<file path="config.mk">
export PLATFORM = sky130hd
export DESIGN_NAME = flag_hazard_ctrl
export DESIGN_NICKNAME = d
export VERILOG_FILES = /design/src/rtl/flag_hazard_ctrl.sv
export SDC_FILE = /design/constraint.sdc
export NUM_CORES = 1
export LEC_CHECK = 0
export CORE_MARGIN = 1
export CORE_UTILIZATION = 40
export CTS_CLUSTER_SIZE = 30
export DETAILED_ROUTE_END_ITERATION = 8
export GPL_TIMING_DRIVEN = 0
export PLACE_DENSITY_LB_ADDON = 0.05
export SLEW_MARGIN = 20
export SYNTH_ARGS = -nofsm -noshare
export SYNTH_HDL_FRONTEND = slang
export SYNTH_SLANG_ARGS = --single-unit
export TNS_END_PERCENT = 30
</file>
<file path="constraint.sdc">
create_clock -name clk -period 1.35 [get_ports clk]
set_input_delay 0.2025 -clock clk [delete_from_list [all_inputs] [get_ports clk]]
set_output_delay 0.2025 -clock clk [all_outputs]
set_load 0.005 [all_outputs]
</file>
<file path="src/rtl/flag_hazard_ctrl.sv">
// -----------------------------------------------------------------------------
// flag_hazard_ctrl
//
// Tracks in-flight flag writers in a short EX/MEM/WB pipeline so that a
// conditional branch in decode sees correctly forwarded condition flags.
//
// Flag vectors are ordered {N, V, Z} (bit 2 = N, bit 1 = V, bit 0 = Z).
//
// Ports
//   clk                : sole clock, all state changes on the rising edge
//   rst                : asynchronous, active-low reset
//   id_flags_set [1:0] : flag-write class of the decode instruction
//                        11 = write N,V,Z   01 = write Z only   00/10 = none
//   id_is_branch       : decode instruction is a conditional branch
//   id_cond      [2:0] : branch condition code of the decode instruction
//   ex_flags_from_alu  : ALU flags produced by the EX-stage instruction
//   rf_flags     [2:0] : committed flags from the flag register
//   stall_in           : external freeze, every slot holds
//   flush              : kill the EX and MEM instructions, WB still commits
//   wb_flags_set [1:0] : write class presented to the flag register
//   wb_flags     [2:0] : flag values presented to the flag register
//   stall_out          : decode hold request (branch behind an EX writer)
//   branch_valid       : the decode branch resolves this cycle
//   branch_taken       : branch outcome, meaningful while branch_valid = 1
// -----------------------------------------------------------------------------
module flag_hazard_ctrl (
  input  logic       clk,
  input  logic       rst,
  input  logic [1:0] id_flags_set,
  input  logic       id_is_branch,
  input  logic [2:0] id_cond,
  input  logic [2:0] ex_flags_from_alu,
  input  logic [2:0] rf_flags,
  input  logic       stall_in,
  input  logic       flush,
  output logic [1:0] wb_flags_set,
  output logic [2:0] wb_flags,
  output logic       stall_out,
  output logic       branch_valid,
  output logic       branch_taken
);

  // Write-class encodings
  localparam logic [1:0] SET_NONE = 2'b00;
  localparam logic [1:0] SET_Z    = 2'b01;
  localparam logic [1:0] SET_ALL  = 2'b11;

  // Branch condition codes
  localparam logic [2:0] COND_NE = 3'b000;
  localparam logic [2:0] COND_EQ = 3'b001;
  localparam logic [2:0] COND_GT = 3'b010;
  localparam logic [2:0] COND_LT = 3'b011;
  localparam logic [2:0] COND_GE = 3'b100;
  localparam logic [2:0] COND_LE = 3'b101;
  localparam logic [2:0] COND_OV = 3'b110;

  // ---------------------------------------------------------------------------
  // Tracker slots. The EX slot never carries flags: its flags are still being
  // computed by the ALU and are sampled from ex_flags_from_alu as the
  // instruction moves into MEM.
  // ---------------------------------------------------------------------------
  logic       ex_valid_q,  ex_valid_d;
  logic [1:0] ex_set_q,    ex_set_d;
  logic       mem_valid_q, mem_valid_d;
  logic [1:0] mem_set_q,   mem_set_d;
  logic [2:0] mem_flags_q, mem_flags_d;
  logic       wb_valid_q,  wb_valid_d;
  logic [1:0] wb_set_q,    wb_set_d;
  logic [2:0] wb_flags_q,  wb_flags_d;

  logic [2:0] eff_flags;

  // Class 10 carries no write; fold it into 00 so downstream slots only ever
  // hold 00, 01 or 11.
  function automatic logic [1:0] norm_set(input logic [1:0] set);
    return (set == 2'b10) ? SET_NONE : set;
  endfunction

  // Apply one in-flight writer on top of a flag vector.
  function automatic logic [2:0] overlay(
    input logic [2:0] base,
    input logic       valid,
    input logic [1:0] set,
    input logic [2:0] flags
  );
    logic [2:0] res;
    res = base;
    if (valid) begin
      if (set == SET_ALL) begin
        res = flags;
      end else if (set == SET_Z) begin
        res[0] = flags[0];
      end
    end
    return res;
  endfunction

  // Evaluate a condition code against {N, V, Z}.
  function automatic logic cond_met(input logic [2:0] cond, input logic [2:0] f);
    logic n;
    logic v;
    logic z;
    logic res;
    n = f[2];
    v = f[1];
    z = f[0];
    case (cond)
      COND_NE: res = ~z;
      COND_EQ: res = z;
      COND_GT: res = ~z & ~n;
      COND_LT: res = n;
      COND_GE: res = z | ~n;
      COND_LE: res = n | z;
      COND_OV: res = v;
      default: res = 1'b1;  // unconditional
    endcase
    return res;
  endfunction

  // ---------------------------------------------------------------------------
  // Hazard detection and branch resolution.
  //
  // A branch behind an EX-stage writer must wait: the EX flags are not
  // forwarded, so one bubble lets the writer reach MEM where its flags are
  // visible. The rst term keeps the decode-facing outputs quiet while the
  // block is held in reset, independent of what decode presents.
  // ---------------------------------------------------------------------------
  always_comb begin
    stall_out    = rst & id_is_branch & ex_valid_q & (ex_set_q != SET_NONE);
    branch_valid = rst & id_is_branch & ~stall_out & ~stall_in;

    // Older writer first, younger writer last so the youngest value wins.
    eff_flags    = overlay(rf_flags, wb_valid_q, wb_set_q, wb_flags_q);
    eff_flags    = overlay(eff_flags, mem_valid_q, mem_set_q, mem_flags_q);
    branch_taken = cond_met(id_cond, eff_flags);
  end

  // Flag register write port comes straight from the WB slot. While frozen,
  // the same write is re-presented, which is harmless because it rewrites
  // identical values.
  always_comb begin
    wb_flags_set = wb_valid_q ? wb_set_q : SET_NONE;
    wb_flags     = wb_flags_q;
  end

  // ---------------------------------------------------------------------------
  // Next-state logic for the tracker slots.
  // ---------------------------------------------------------------------------
  always_comb begin
    ex_valid_d  = ex_valid_q;
    ex_set_d    = ex_set_q;
    mem_valid_d = mem_valid_q;
    mem_set_d   = mem_set_q;
    mem_flags_d = mem_flags_q;
    wb_valid_d  = wb_valid_q;
    wb_set_d    = wb_set_q;
    wb_flags_d  = wb_flags_q;

    if (!stall_in) begin
      // WB always advances from MEM, even on a flush: that instruction is
      // older than the one causing the flush and must still commit.
      wb_valid_d = mem_valid_q;
      wb_set_d   = mem_set_q;
      wb_flags_d = mem_flags_q;

      if (flush) begin
        ex_valid_d  = 1'b0;
        ex_set_d    = SET_NONE;
        mem_valid_d = 1'b0;
        mem_set_d   = SET_NONE;
        mem_flags_d = 3'b000;
      end else begin
        mem_valid_d = ex_valid_q;
        mem_set_d   = ex_set_q;
        mem_flags_d = ex_flags_from_alu;

        if (stall_out) begin
          // Decode is held; insert a bubble behind the writer.
          ex_valid_d = 1'b0;
          ex_set_d   = SET_NONE;
        end else begin
          ex_valid_d = 1'b1;
          ex_set_d   = norm_set(id_flags_set);
        end
      end
    end
  end

  // ---------------------------------------------------------------------------
  // State registers. Reset discards every pending write; the flag register
  // itself is cleared by the same reset.
  // ---------------------------------------------------------------------------
  always_ff @(posedge clk or negedge rst) begin
    if (!rst) begin
      ex_valid_q  <= 1'b0;
      ex_set_q    <= SET_NONE;
      mem_valid_q <= 1'b0;
      mem_set_q   <= SET_NONE;
      mem_flags_q <= 3'b000;
      wb_valid_q  <= 1'b0;
      wb_set_q    <= SET_NONE;
      wb_flags_q  <= 3'b000;
    end else begin
      ex_valid_q  <= ex_valid_d;
      ex_set_q    <= ex_set_d;
      mem_valid_q <= mem_valid_d;
      mem_set_q   <= mem_set_d;
      mem_flags_q <= mem_flags_d;
      wb_valid_q  <= wb_valid_d;
      wb_set_q    <= wb_set_d;
      wb_flags_q  <= wb_flags_d;
    end
  end

endmodule
</file>
# == Yosys cells after proc, flatten, opt, wreduce, memory -nomap -nowiden ==
# Index checks and enable logic that the tools add are counted.
# word_totals
ff_bits,15
input_bits,16
out_inout_bits,8
elab_cells,51
# op_classes
eq_ne,11
n_mux,18
bitwise_logic,12
reduce_logical,2
# op_table
op,n
2-bit 2-to-1 mux,7
"3-bit == test, second input constant",3
3-bit 2-to-1 mux,3
1-bit 2-to-1 mux,7
1-bit one-hot mux with 7 select lines,1
1-bit bitwise AND,6
"2-bit == test, second input constant",3
"3-bit by 2-bit == test with 1-bit output, second input constant",2
"2-bit by 1-bit == test with 1-bit output, second input constant",2
1-bit NOT,4
"3-bit by 1-bit == test with 1-bit output, second input constant",1
3-bit logical NOT,1
1-bit bitwise OR,2
2-bit nonzero test,1

# == Logic depth before layout (Yosys ltp) ==
# logic_depth
word_depth,10
ltp_mapped,5
ltp_nobuf,5

# == Least setup slack after synthesis ==
# OpenSTA, ideal clock, no wires.
# synth_path
kind,flip-flop to output port
start,register wb_valid_q
end,output branch_taken
arrival_ns,1.237
t_required_ns,1.148
slack_ns,-0.089
stages_incl_launch_ff,6
n_path_buf,0
path_cell_list,dfrtp_1 and3_1 o211ai_1 nand4bb_1 a31oi_1 o22ai_1
# synth_between
elab_chain_len,7
elab_cells_between_ends,11
cone_classes,mux: 6; bitwise: 5
# synth_rtl
item,line_no,source
start: declaration,67,"logic wb_valid_q, wb_valid_d;"
start signal: assignment,209,wb_valid_q <= wb_valid_d;
3-bit 2-to-1 mux *,88,if (valid) begin
1-bit 2-to-1 mux,91,end else if (set == SET_Z) begin
1-bit 2-to-1 mux,89,if (set == SET_ALL) begin
3-bit 2-to-1 mux *,88,
1-bit NOT,"108, 110",
1-bit bitwise AND,110,COND_GT: res = ~z & ~n;
1-bit one-hot mux with 7 select lines *,107,case (cond)
end: declaration,40,output logic branch_taken
# Mark *: on every way between the ends. The rest lies on a longest branch, timed or not.

# == Worst setup path in the final report ==
# layout_path
start,register wb_set_q[0]
end,output branch_taken
# layout_between
elab_chain_len,10
elab_cells_between_ends,16
cone_classes,eq/ne: 2; mux: 9; bitwise: 5
# layout_rtl
item,line_no,source
start: declaration,68,"logic [1:0] wb_set_q, wb_set_d;"
start signal: assignment,210,wb_set_q <= wb_set_d;
2-bit by 1-bit == test with 1-bit output,91,
1-bit 2-to-1 mux,91,
1-bit 2-to-1 mux,89,
3-bit 2-to-1 mux *,88,
1-bit 2-to-1 mux,91,
1-bit 2-to-1 mux,89,
3-bit 2-to-1 mux *,88,
1-bit NOT,"108, 110",
1-bit bitwise AND,110,
1-bit one-hot mux with 7 select lines *,107,
# Marks and branches as above.

==> flow_metrics.env <==
export IMPL_start_util_pct=44.1
export IMPL_htreeDepth=1
export IMPL_synth_most_common_cell="dfrtp_1"
export IMPL_synthTopCellsByCount="dfrtp_1 (15), nand2_1 (12), mux2_2 (6), o21ai_0 (6), nand2b_1 (5)"
export IMPL_ys_seq_elements=15
export IMPL_cp_num_buf_inv=2
export IMPL_critPathMaxStageDelay_ps=450
export IMPL_timing_fmax_mhz=516
export IMPL_die_w_microns=46.3
export IMPL_cp_arrival_ps=1730
export IMPL_finalSetupViolations=3
export IMPL_slew_headroom_pct=56.8
export IMPL_first_pass_iters=4
export IMPL_avgSynthCellArea_sq_um=9.82
export IMPL_crit_chain="and3_4 > o211ai_1 > buf_4 > nand4bb_1 > a31oi_1 > o22ai_1 > buf_2"
export IMPL_hold_class="input port to flop"
export IMPL_critPathMaxFanout=6
export IMPL_max_cap_violations=0
export IMPL_syn_to_final_growth_pct=47.0
export IMPL_grt_overflow=0
export IMPL_synth_warnings=0
export IMPL_r2r_start="ex_set_q[0]$_DFFE_PN0N_"
export IMPL_nets=131
export IMPL_vias_per_cell=5.19
export IMPL_die_area_sq_mm=0.00215
export IMPL_dpl_instance_area_sq_mm=0.00104
export IMPL_core_area_sq_mm=0.00178
export IMPL_synth_edf_count=0
export IMPL_period_share_pct=143
export IMPL_cts_tree="done"
export IMPL_post_synth_top_area_fraction_pct=47.8
export IMPL_leakage_nw=0.523
export IMPL_gp_congestion=0.699
export IMPL_grt_pass1_vias=642
export IMPL_fin_area_sq_mm=0.00115
export IMPL_cp_top_family="flip-flops"
export IMPL_final_hold_viol_count=0
export IMPL_ys_top_cells_by_area="dfrtp_1 (48%), mux2_2 (8.6%), nand2_1 (5.7%), nand2b_1 (4.0%), o21ai_0 (3.8%)"
export IMPL_std_cell_rows=15
export IMPL_fin_crit_ps=1940
export IMPL_worst_pin_slew_ps=646
export IMPL_synth_top_cell_by_area="dfrtp_1"
export IMPL_critPathKind="flop to output pin"
export IMPL_final_cells=139
export IMPL_ys_types=30
export IMPL_critPathLaunch="wb_set_q[0]$_DFFE_PN0N_"
export IMPL_clk_latency_ps=280
export IMPL_skew_ps=4.76
export IMPL_wl_per_cell_microns=12.2
export IMPL_syn_nets=96
export IMPL_antenna_found_initial=0
export IMPL_end_kind="output pin"
export IMPL_vias=721
export IMPL_reg2reg_slack_ps=110
export IMPL_drtIter0Drc=6
export IMPL_wirelength_mm=1.70
export IMPL_ant_nets=0
export IMPL_ys_dominant_reg_cell="dfrtp_1"
export IMPL_fp_dieH_microns=46.3
export IMPL_cts_buffers=3
export IMPL_ys_seq_area_share_pct=47.8
export IMPL_clkSlewWorstSetupHoldPaths_ps=90
export IMPL_drive_gt1_share_pct=30.7
export IMPL_portBuffers=22
export IMPL_syn_cell_area_sq_um=786
export IMPL_grt_max_degree=16
export IMPL_clock_root_buffer="clkbuf_4"
export IMPL_cp_start_kind="flop"
export IMPL_min_from="stall_in"
export IMPL_grt_usage_pct=19.2
export IMPL_cts_sinks=15
export IMPL_rsz0062_at_grt="true"
export IMPL_status="complete, but fails checks"
export IMPL_power_density_mw_per_mm2=846
export IMPL_fin_ws_ps=-587
export IMPL_slew_violations=0
export IMPL_critical_path_required_ps=1150
export IMPL_violations="negative setup slack"
export IMPL_dp_hpwl_mm=1.16
export IMPL_antenna_cells=0
export IMPL_cts_buffer_depth=2
export IMPL_cpMaxStageDelayCell="dfrtp_2"
export IMPL_dp_cells=127
export IMPL_ir_worst_vdd_uv=614
export IMPL_async_reset_ff_share_pct=100
export IMPL_post_route_drc_count=0
export IMPL_syn_inst=80
export IMPL_grt_first_pass_wirelength_mm=2.76
export IMPL_io_pins=24
==> routing by layer <==
metal	share of wire [%]	vias to the layer above	wire, microns	track usage, %
met4	2.3	0	39	12.4
li1	-	358	-	-
met3	3.1	4	53	2.35
met5	0	-	0	0
met1	43	337	736	22.6
met2	51	22	869	32.5
==> registers in the layout (all words and copies together) (netlist names) <==
register and cells:
wb_valid_q 1, ex_set_q 2, mem_valid_q 1, wb_set_q 2
ex_valid_q 1, wb_flags 3, mem_set_q 2, mem_flags_q 3
==> final timing paths <==
| check | endpoint | cells after the start |
|---|---|---|
| worst min-delay path | wb_flags[0]$_DFFE_PN0N_ | 2 |
| max in group asynchronous | wb_valid_q$_DFFE_PN0N_ | 2 |
| worst max-delay path | branch_taken | 7 |
| worst max register to register | ex_set_q[1]$_DFFE_PN0N_ | 7 |
| min in group asynchronous | wb_flags[0]$_DFFE_PN0N_ | 2 |
| worst min register to register | mem_flags_q[0]$_DFFE_PN0N_ | 2 |
==> layout by cell type (no fill, tap or decap), drive strengths merged, types with 2 or more instances in the layout <==
master and n:
mux2 6, clkdlybuf4s50 13, buf 11, o21ai 9, dfrtp 15, nor2 4, nand4 2, a311oi 2
nand3 3, and2 2, nand2b 5, a31oi 2, nand2 12, dlygate4sd2 3, clkbuf 7
==> where the power goes <==
group / switching [mW] / leakage, nW / internal, mW
sequential: 0.0369 / 0.195 / 0.487
combinational: 0.0795 / 0.313 / 0.121
clock: 0.138 / 0.0150 / 0.115
==> timing repair <==
action                                  4_1_cts  5_1_grt
endpoints found under the setup margin       11        6
endpoints found under the hold margin        15        0
hold buffers                                  1        0
pin swaps                                     5        5
gates resized for setup                      27        6
buffers inserted                              6        1
==> cell families after synthesis <==
family	Yosys count	share of synthesized area, %
buffers and inverters	5	2.55
AOI/OAI and AO/OA	20	17.2
muxes	6	8.60
and+or+nand+nor	34	23.9
DFF	15	47.8
==> cell type report <==
type / count / area, sq um
buffer: 3 / 12.5
sequential: 15 / 378
multi-input combinational: 60 / 433
clock buffer: 4 / 26.3
tap: 25 / 31.3
inverter: 2 / 7.51
timing repair buffer: 30 / 267
fill: 163 / 628
==> metrics by stage <==
stage          total power, mW  util [%]  hold slack, ps  TNS, ps  setup slack (ps)
4_1_cts                  0.977      63.6             378     -919              -609
6_report                 0.977      64.8             371     -669              -587
2_1_floorplan            0.604         -           -93.1    -66.4             -66.4
5_1_grt                   1.03      64.8             403     -847              -677
3_5_place_dp             0.714      58.5             495    -4150              -910
3_3_place_gp             0.709      58.5             490    -4070              -908
Power figures use the tool's default switching activity.
